==> config.mk <==
export PLATFORM = sky130hd
export DESIGN_NAME = midi_message_parser
export DESIGN_NICKNAME = d
export VERILOG_FILES = /design/src/rtl/midi_pkg.sv /design/src/rtl/midi_gap_timer.sv /design/src/rtl/midi_message_parser.sv
export SDC_FILE = /design/constraint.sdc
export NUM_CORES = 1
export LEC_CHECK = 0
export CORE_ASPECT_RATIO = 0.7
export CORE_UTILIZATION = 45
export CTS_BUF_LIST = sky130_fd_sc_hd__clkbuf_2 sky130_fd_sc_hd__clkbuf_4 sky130_fd_sc_hd__clkbuf_8
export DETAILED_ROUTE_END_ITERATION = 6
export MAX_ROUTING_LAYER = met4
export PLACE_DENSITY = 0.66
export SYNTH_ARGS = -nofsm -noshare
export SYNTH_HDL_FRONTEND = slang
export SYNTH_SLANG_ARGS = --single-unit
==> constraint.sdc <==
create_clock -name clk -period 5.56 [get_ports clk]
set_clock_uncertainty 0.1 [all_clocks]
set_input_delay 0.834 -clock clk [delete_from_list [all_inputs] [get_ports clk]]
set_output_delay 0.834 -clock clk [all_outputs]
set_load 0.01 [all_outputs]
==> src/rtl/midi_pkg.sv <==
// Purpose: shared MIDI definitions for the receive parser and the volume
//          sender: byte-class boundaries, command nibbles, the CC number
//          for channel volume, the parser state enum and a byte classifier.
// Ports:   none (package).
package midi_pkg;

  // Byte-class boundaries
  localparam logic [7:0] STATUS_MIN  = 8'h80;  // 0x80-0xEF channel status
  localparam logic [7:0] SYSEX_START = 8'hF0;  // SysEx start
  localparam logic [7:0] SYSEX_END   = 8'hF7;  // SysEx end (system common)
  localparam logic [7:0] RT_MIN      = 8'hF8;  // 0xF8-0xFF real-time

  // Channel-voice command nibbles (status[7:4])
  localparam logic [3:0] NOTE_OFF = 4'h8;
  localparam logic [3:0] NOTE_ON  = 4'h9;
  localparam logic [3:0] CC       = 4'hB;
  localparam logic [3:0] PROG     = 4'hC;
  localparam logic [3:0] CHPRESS  = 4'hD;

  localparam logic [6:0] CC_VOLUME = 7'd7;

  typedef enum logic [1:0] {
    NO_STATUS = 2'd0,
    WAIT_D1   = 2'd1,
    WAIT_D2   = 2'd2,
    SYSEX     = 2'd3
  } parser_state_e;

  typedef enum logic [2:0] {
    BC_DATA,
    BC_CHAN,
    BC_SYSEX,
    BC_COMMON,
    BC_RT
  } byte_class_e;

  function automatic byte_class_e classify(input logic [7:0] b);
    if (b < STATUS_MIN)       return BC_DATA;
    else if (b < SYSEX_START) return BC_CHAN;
    else if (b == SYSEX_START) return BC_SYSEX;
    else if (b < RT_MIN)      return BC_COMMON;  // includes SYSEX_END
    else                      return BC_RT;
  endfunction

endpackage

==> src/rtl/midi_gap_timer.sv <==
// Purpose: saturating idle-gap counter. Counts while enable is high,
//          clears (with priority) on clear, holds at LIMIT and flags expired.
// Ports:   clk, rst_n  - clock, async active-low reset
//          clear       - synchronous clear of the count
//          enable      - count this cycle
//          expired     - count has reached LIMIT
module midi_gap_timer #(
  parameter int unsigned LIMIT = 50000
) (
  input  logic clk,
  input  logic rst_n,
  input  logic clear,
  input  logic enable,
  output logic expired
);

  localparam int unsigned W = (LIMIT == 0) ? 1 : $clog2(LIMIT + 1);

  logic [W-1:0] count_q;

  // NOTE: sequential state uses non-blocking (<=) so every register samples
  // pre-edge values; blocking here would create order-dependent races.
  always_ff @(posedge clk or negedge rst_n) begin
    if (!rst_n) begin
      count_q <= '0;
    end else if (clear) begin
      count_q <= '0;
    end else if (enable && (count_q != W'(LIMIT))) begin
      count_q <= count_q + W'(1);
    end
  end

  assign expired = (count_q == W'(LIMIT));

endmodule

==> src/rtl/midi_message_parser.sv <==
// Purpose: receive-side MIDI decoder. Reassembles channel-voice messages
//          (with running status) from UART bytes and emits registered
//          one-cycle strobes for Control Change and Note On/Off on the
//          selected channel (or all channels when OMNI). Tracks CC#7 as a
//          live volume register.
// Ports:   clk, rst_n              - clock, async active-low reset
//          rx_byte/rx_valid        - received byte and its strobe
//          rx_error                - UART framing-error strobe
//          cc_valid/cc_num/cc_value
//          note_valid/note_on/note_key/note_vel
//          volume_level            - last CC#7 value on accepted channel
//          msg_dropped             - partial message discarded strobe
module midi_message_parser
  import midi_pkg::*;
#(
  parameter logic [3:0]  CHANNEL        = 4'd0,
  parameter logic        OMNI           = 1'b0,
  parameter int unsigned TIMEOUT_CYCLES = 50000,
  parameter logic [6:0]  VOL_RESET      = 7'd100
) (
  input  logic       clk,
  input  logic       rst_n,
  input  logic [7:0] rx_byte,
  input  logic       rx_valid,
  input  logic       rx_error,
  output logic       cc_valid,
  output logic [6:0] cc_num,
  output logic [6:0] cc_value,
  output logic       note_valid,
  output logic       note_on,
  output logic [6:0] note_key,
  output logic [6:0] note_vel,
  output logic [6:0] volume_level,
  output logic       msg_dropped
);

  parser_state_e state_q, state_d;
  logic [7:0]    status_q, status_d;   // running status, 0 = none
  logic [6:0]    d1_q, d1_d;
  logic          pending_q, pending_d; // status seen, no data byte yet

  logic       cc_valid_q, cc_valid_d;
  logic [6:0] cc_num_q, cc_num_d, cc_value_q, cc_value_d;
  logic       note_valid_q, note_valid_d, note_on_q, note_on_d;
  logic [6:0] note_key_q, note_key_d, note_vel_q, note_vel_d;
  logic [6:0] volume_q, volume_d;
  logic       dropped_q, dropped_d;

  byte_class_e bclass;
  logic        partial;
  logic        chan_match;
  logic [3:0]  cmd;
  logic        timer_clear;
  logic        timer_expired;

  assign bclass     = classify(rx_byte);
  assign cmd        = status_q[7:4];
  assign chan_match = OMNI || (status_q[3:0] == CHANNEL);
  // Something is half-received: waiting on d2, or a status with no data yet.
  assign partial    = (state_q == WAIT_D2) || ((state_q == WAIT_D1) && pending_q);
  // Real-time bytes must leave the gap timer untouched.
  assign timer_clear = rx_error || (rx_valid && (bclass != BC_RT));

  midi_gap_timer #(
    .LIMIT (TIMEOUT_CYCLES)
  ) u_gap_timer (
    .clk     (clk),
    .rst_n   (rst_n),
    .clear   (timer_clear),
    .enable  (state_q == WAIT_D2),
    .expired (timer_expired)
  );

  // NOTE: every variable driven here gets a default first so no path
  // leaves it unassigned, which would otherwise infer a latch.
  always_comb begin
    state_d      = state_q;
    status_d     = status_q;
    d1_d         = d1_q;
    pending_d    = pending_q;
    cc_valid_d   = 1'b0;
    cc_num_d     = cc_num_q;
    cc_value_d   = cc_value_q;
    note_valid_d = 1'b0;
    note_on_d    = note_on_q;
    note_key_d   = note_key_q;
    note_vel_d   = note_vel_q;
    volume_d     = volume_q;
    dropped_d    = 1'b0;

    if (rx_error) begin
      // Error wins over a coincident byte; that byte is lost.
      state_d   = NO_STATUS;
      status_d  = '0;
      pending_d = 1'b0;
      dropped_d = partial;
    end else if (rx_valid && (bclass != BC_RT)) begin
      unique case (bclass)
        BC_CHAN: begin
          dropped_d = partial;
          status_d  = rx_byte;
          pending_d = 1'b1;
          state_d   = WAIT_D1;
        end
        BC_SYSEX: begin
          dropped_d = partial;
          status_d  = '0;
          pending_d = 1'b0;
          state_d   = SYSEX;
        end
        BC_COMMON: begin
          dropped_d = partial;
          status_d  = '0;
          pending_d = 1'b0;
          state_d   = NO_STATUS;
        end
        default: begin  // BC_DATA
          unique case (state_q)
            WAIT_D1: begin
              pending_d = 1'b0;
              // One-data-byte commands complete here and carry no output.
              if ((cmd != PROG) && (cmd != CHPRESS)) begin
                d1_d    = rx_byte[6:0];
                state_d = WAIT_D2;
              end
            end
            WAIT_D2: begin
              state_d = WAIT_D1;
              if (chan_match) begin
                unique case (cmd)
                  NOTE_ON, NOTE_OFF: begin
                    note_valid_d = 1'b1;
                    note_on_d    = (cmd == NOTE_ON) && (rx_byte[6:0] != 7'd0);
                    note_key_d   = d1_q;
                    note_vel_d   = rx_byte[6:0];
                  end
                  CC: begin
                    cc_valid_d = 1'b1;
                    cc_num_d   = d1_q;
                    cc_value_d = rx_byte[6:0];
                    if (d1_q == CC_VOLUME) volume_d = rx_byte[6:0];
                  end
                  default: ;  // aftertouch / pitch bend: parsed, no output
                endcase
              end
            end
            default: ;  // NO_STATUS and SYSEX ignore data bytes
          endcase
        end
      endcase
    end else if ((state_q == WAIT_D2) && timer_expired) begin
      // Stale half-message: drop it but keep running status.
      dropped_d = 1'b1;
      state_d   = WAIT_D1;
    end
  end

  always_ff @(posedge clk or negedge rst_n) begin
    if (!rst_n) begin
      state_q      <= NO_STATUS;
      status_q     <= '0;
      d1_q         <= '0;
      pending_q    <= 1'b0;
      cc_valid_q   <= 1'b0;
      cc_num_q     <= '0;
      cc_value_q   <= '0;
      note_valid_q <= 1'b0;
      note_on_q    <= 1'b0;
      note_key_q   <= '0;
      note_vel_q   <= '0;
      volume_q     <= VOL_RESET;
      dropped_q    <= 1'b0;
    end else begin
      state_q      <= state_d;
      status_q     <= status_d;
      d1_q         <= d1_d;
      pending_q    <= pending_d;
      cc_valid_q   <= cc_valid_d;
      cc_num_q     <= cc_num_d;
      cc_value_q   <= cc_value_d;
      note_valid_q <= note_valid_d;
      note_on_q    <= note_on_d;
      note_key_q   <= note_key_d;
      note_vel_q   <= note_vel_d;
      volume_q     <= volume_d;
      dropped_q    <= dropped_d;
    end
  end

  assign cc_valid     = cc_valid_q;
  assign cc_num       = cc_num_q;
  assign cc_value     = cc_value_q;
  assign note_valid   = note_valid_q;
  assign note_on      = note_on_q;
  assign note_key     = note_key_q;
  assign note_vel     = note_vel_q;
  assign volume_level = volume_q;
  assign msg_dropped  = dropped_q;

endmodule
==> qor.csv <==
metric,value,unit
number of global-route vias before repair,2290,
"area leader, netlist",dfrtp_1,
gr usage total,21.9,%
Root Buffer,clkbuf_8,
initial antenna violation count,0,
warnings from Yosys,0,
fmax,0.356,GHz
ranking of synthesized cells by area,"dfrtp_1 (53%), mux2_1 (7.8%), mux2_2 (6.4%)",
antenna cells,0,
P per Cell Area,275,nW/um2
slew at the pin with the worst max-slew slack,924,ps
r2r setup slk,3300,ps
Synth Area in XOR/XNOR,0.527,%
post-synthesis mux area share,14.5,%
RSZ-0062 raised after global routing,false,
WP data required,5690,ps
Critical Path Fanout Max,16,
Place WS,2350,ps
Crit path largest cell delay,620,ps
Final nets,331,
Post-Synthesis Net Count,278,
top post-synthesis cells by count,"dfrtp_1 (70), mux2_1 (23), mux2_2 (19), a21oi_1 (17), nand2_1 (11)",
HPWL Detailed,5050,um
status,"complete, no violations",
share of cells above drive strength 1,15.8,%
CTS Sinks,73,
CP arrival,2940,ps
period utilisation layout,50.5,%
max-cap violation count,0,
vias per cell,5.62,
type of the worst setup path,in -> reg,
mean post-synth cell area,12.6,um2
min Tclk post-route,2810,ps
global-route wire length before repair,12200,um
compound-cell area share of the yosys netlist,10.1,%
clk buf depth,2,
Post-Synth Adder-Cell Area,0.752,%
Yosys top cell area share,52.7,%
largest net degree at the start of global routing,74,
worst IR drop on VDD,0.000123,V
number of CTS-inserted buffers,9,
post-cts sizing count,0,
largest family of logic cells by synthesized area,simple AND/OR/NAND/NOR gates,
Max-Slew Margin vs Limit,38.4,%
synth unique cells,50,
P&R area growth vs syn,24.0,%
# H-tree levels,3,
final worst slack,2750,ps
via count,2337,
FP Rows,25,
Placeable Area,6940,um2
# hold bufs at CTS,0,
final hold vios,0,
Synth Area in Simple Gates,16.3,%
most frequent cell after synthesis,dfrtp_1,
P_leak,1.82,nW
Setup Viol. Count Final,0,
full die area,7750,um2
Die Ht,73.9,um
CP Capture Type,register,
routed len/inst,17.9,um
input/output buffers,50,
"EDFF count, synth",0,
post-CTS repair timing setup buffer count,0,
Mapped Cells,264,
DRC viols,0,
"Async S/R FF share, synth",100,%
register bit total from synthesis,73,
slowest CP cell,clkdlybuf4s50_1,
Worst-Skew Late Latency,340,ps
FILL cells,585,
Pre-Repair DR Iteration Count,4,
final WL,7440,um
Die X,105,um
Initial Utilization,47.9,%
"Seq/Total Area, Yosys",55.0,%
crit path cell chain,clkdlybuf4s50_1 > nor3b_4 > nand4_4 > nor2_4 > mux2_1,
count of pins over their slew limit,0,
Mapped Area,3330,um2
gr ovfl total,0,
io pins,51,
HP Class,reg -> reg,
setup tns final,0,ps
CTS tree,done,
crit path launch type,input port,
1st-iter DRT viols,168,
top_reg_cell synth,dfrtp_1,
GP Congestion,0.799,
post-route ant nets,0,
Worst-path clk slew,80,ps
## final timing paths
check	start	end	cells past startpoint
min	note_on	note_on	2
min reg2reg	note_on	note_on	2
min in group asynchronous	rst_n	u_gap_timer.count_q[15]	2
max	rx_valid	volume_level[4]	5
max reg2reg	u_gap_timer.count_q[10]	state_q[0]	4
max in group asynchronous	rst_n	cc_num[4]	2
## placed cells by master, fill, tap and decap left out, drive strengths merged, types with 3 or more instances in the layout
cell,netlist,layout
nor4b,3,3
buf,8,3
or4,10,10
a31oi,3,3
dfstp,3,3
a21oi,17,17
nand4,6,6
o21ai,6,6
nor2,5,5
nand3,9,9
mux2,42,42
nand4b,3,3
o31ai,10,10
clkbuf,2,10
nand2,11,11
a22o,6,6
dfrtp,70,70
and4,3,3
inv,10,11
and4b,3,3
nor4,4,4
or3,3,3
clkdlybuf4s50,0,49
## metal layers
metal	vias up	GRT usage, %	routed length [um]
met1	1146	32.8	3910
met2	78	28.7	3040
met4	0	7.51	69
li1	1106	-	-
met3	7	5.17	426
met5	-	-	0
## through the flow
stage | area (um2) | total power [mW] | util (%) | instances | hold WS (ps)
floorplan | 3330 | 0.630 | - | 264 | 381
global placement | 3900 | 0.673 | 56.1 | 400 | 373
detailed placement | 3900 | 0.674 | 56.1 | 400 | 372
CTS | 4130 | 1.15 | 59.4 | 416 | 390
global route | 4130 | 1.18 | 59.4 | 416 | 409
finish | 4130 | 1.13 | 59.4 | 416 | 383
## where the power goes
part / total [mW] / switching [mW] / internal (mW)
Combinational: 0.0850 / 0.0455 / 0.0395
Sequential: 0.580 / 0.0250 / 0.555
Clock: 0.468 / 0.202 / 0.266
Total: 1.13 / 0.272 / 0.861
## critical path, delay by kind of cell
family	cells	cell delay (ps)
mux	1	360
buf+inv	1	620
simple gates	3	1120
## area by class of cell
cell class              count  area [um2]  area share (%)
well taps                  94         118            2.85
clock inverters             6        90.1            2.18
flip-flops and latches     73        1830            44.4
repair buffers             52         510            12.4
clock buffers              10         138            3.34
inverters                  10        37.5           0.910
multi-input cells         171        1400            34.0
## state kept, by name, summed over array words and instances, names as in the netlist
register / flops
cc_num: 7
cc_valid: 1
cc_value: 7
d1_q: 7
msg_dropped: 1
note_key: 7
note_on: 1
note_valid: 1
note_vel: 7
pending_q: 1
state_q: 2
status_q: 8
u_gap_timer.count_q: 16
volume_level: 7
## cell families (layout without fill, tap and decap cells)
family / count (synthesis) / after routing
XOR/XNOR: 2 / 2
multiplexers: 43 / 43
AO/OA/AOI/OAI: 50 / 50
buffers and inverters: 20 / 78
adder cells (fa/ha/maj): 2 / 2
flip-flops: 73 / 73
AND/OR/NAND/NOR: 74 / 74
No activity file was read; power rests on OpenSTA's default activity.
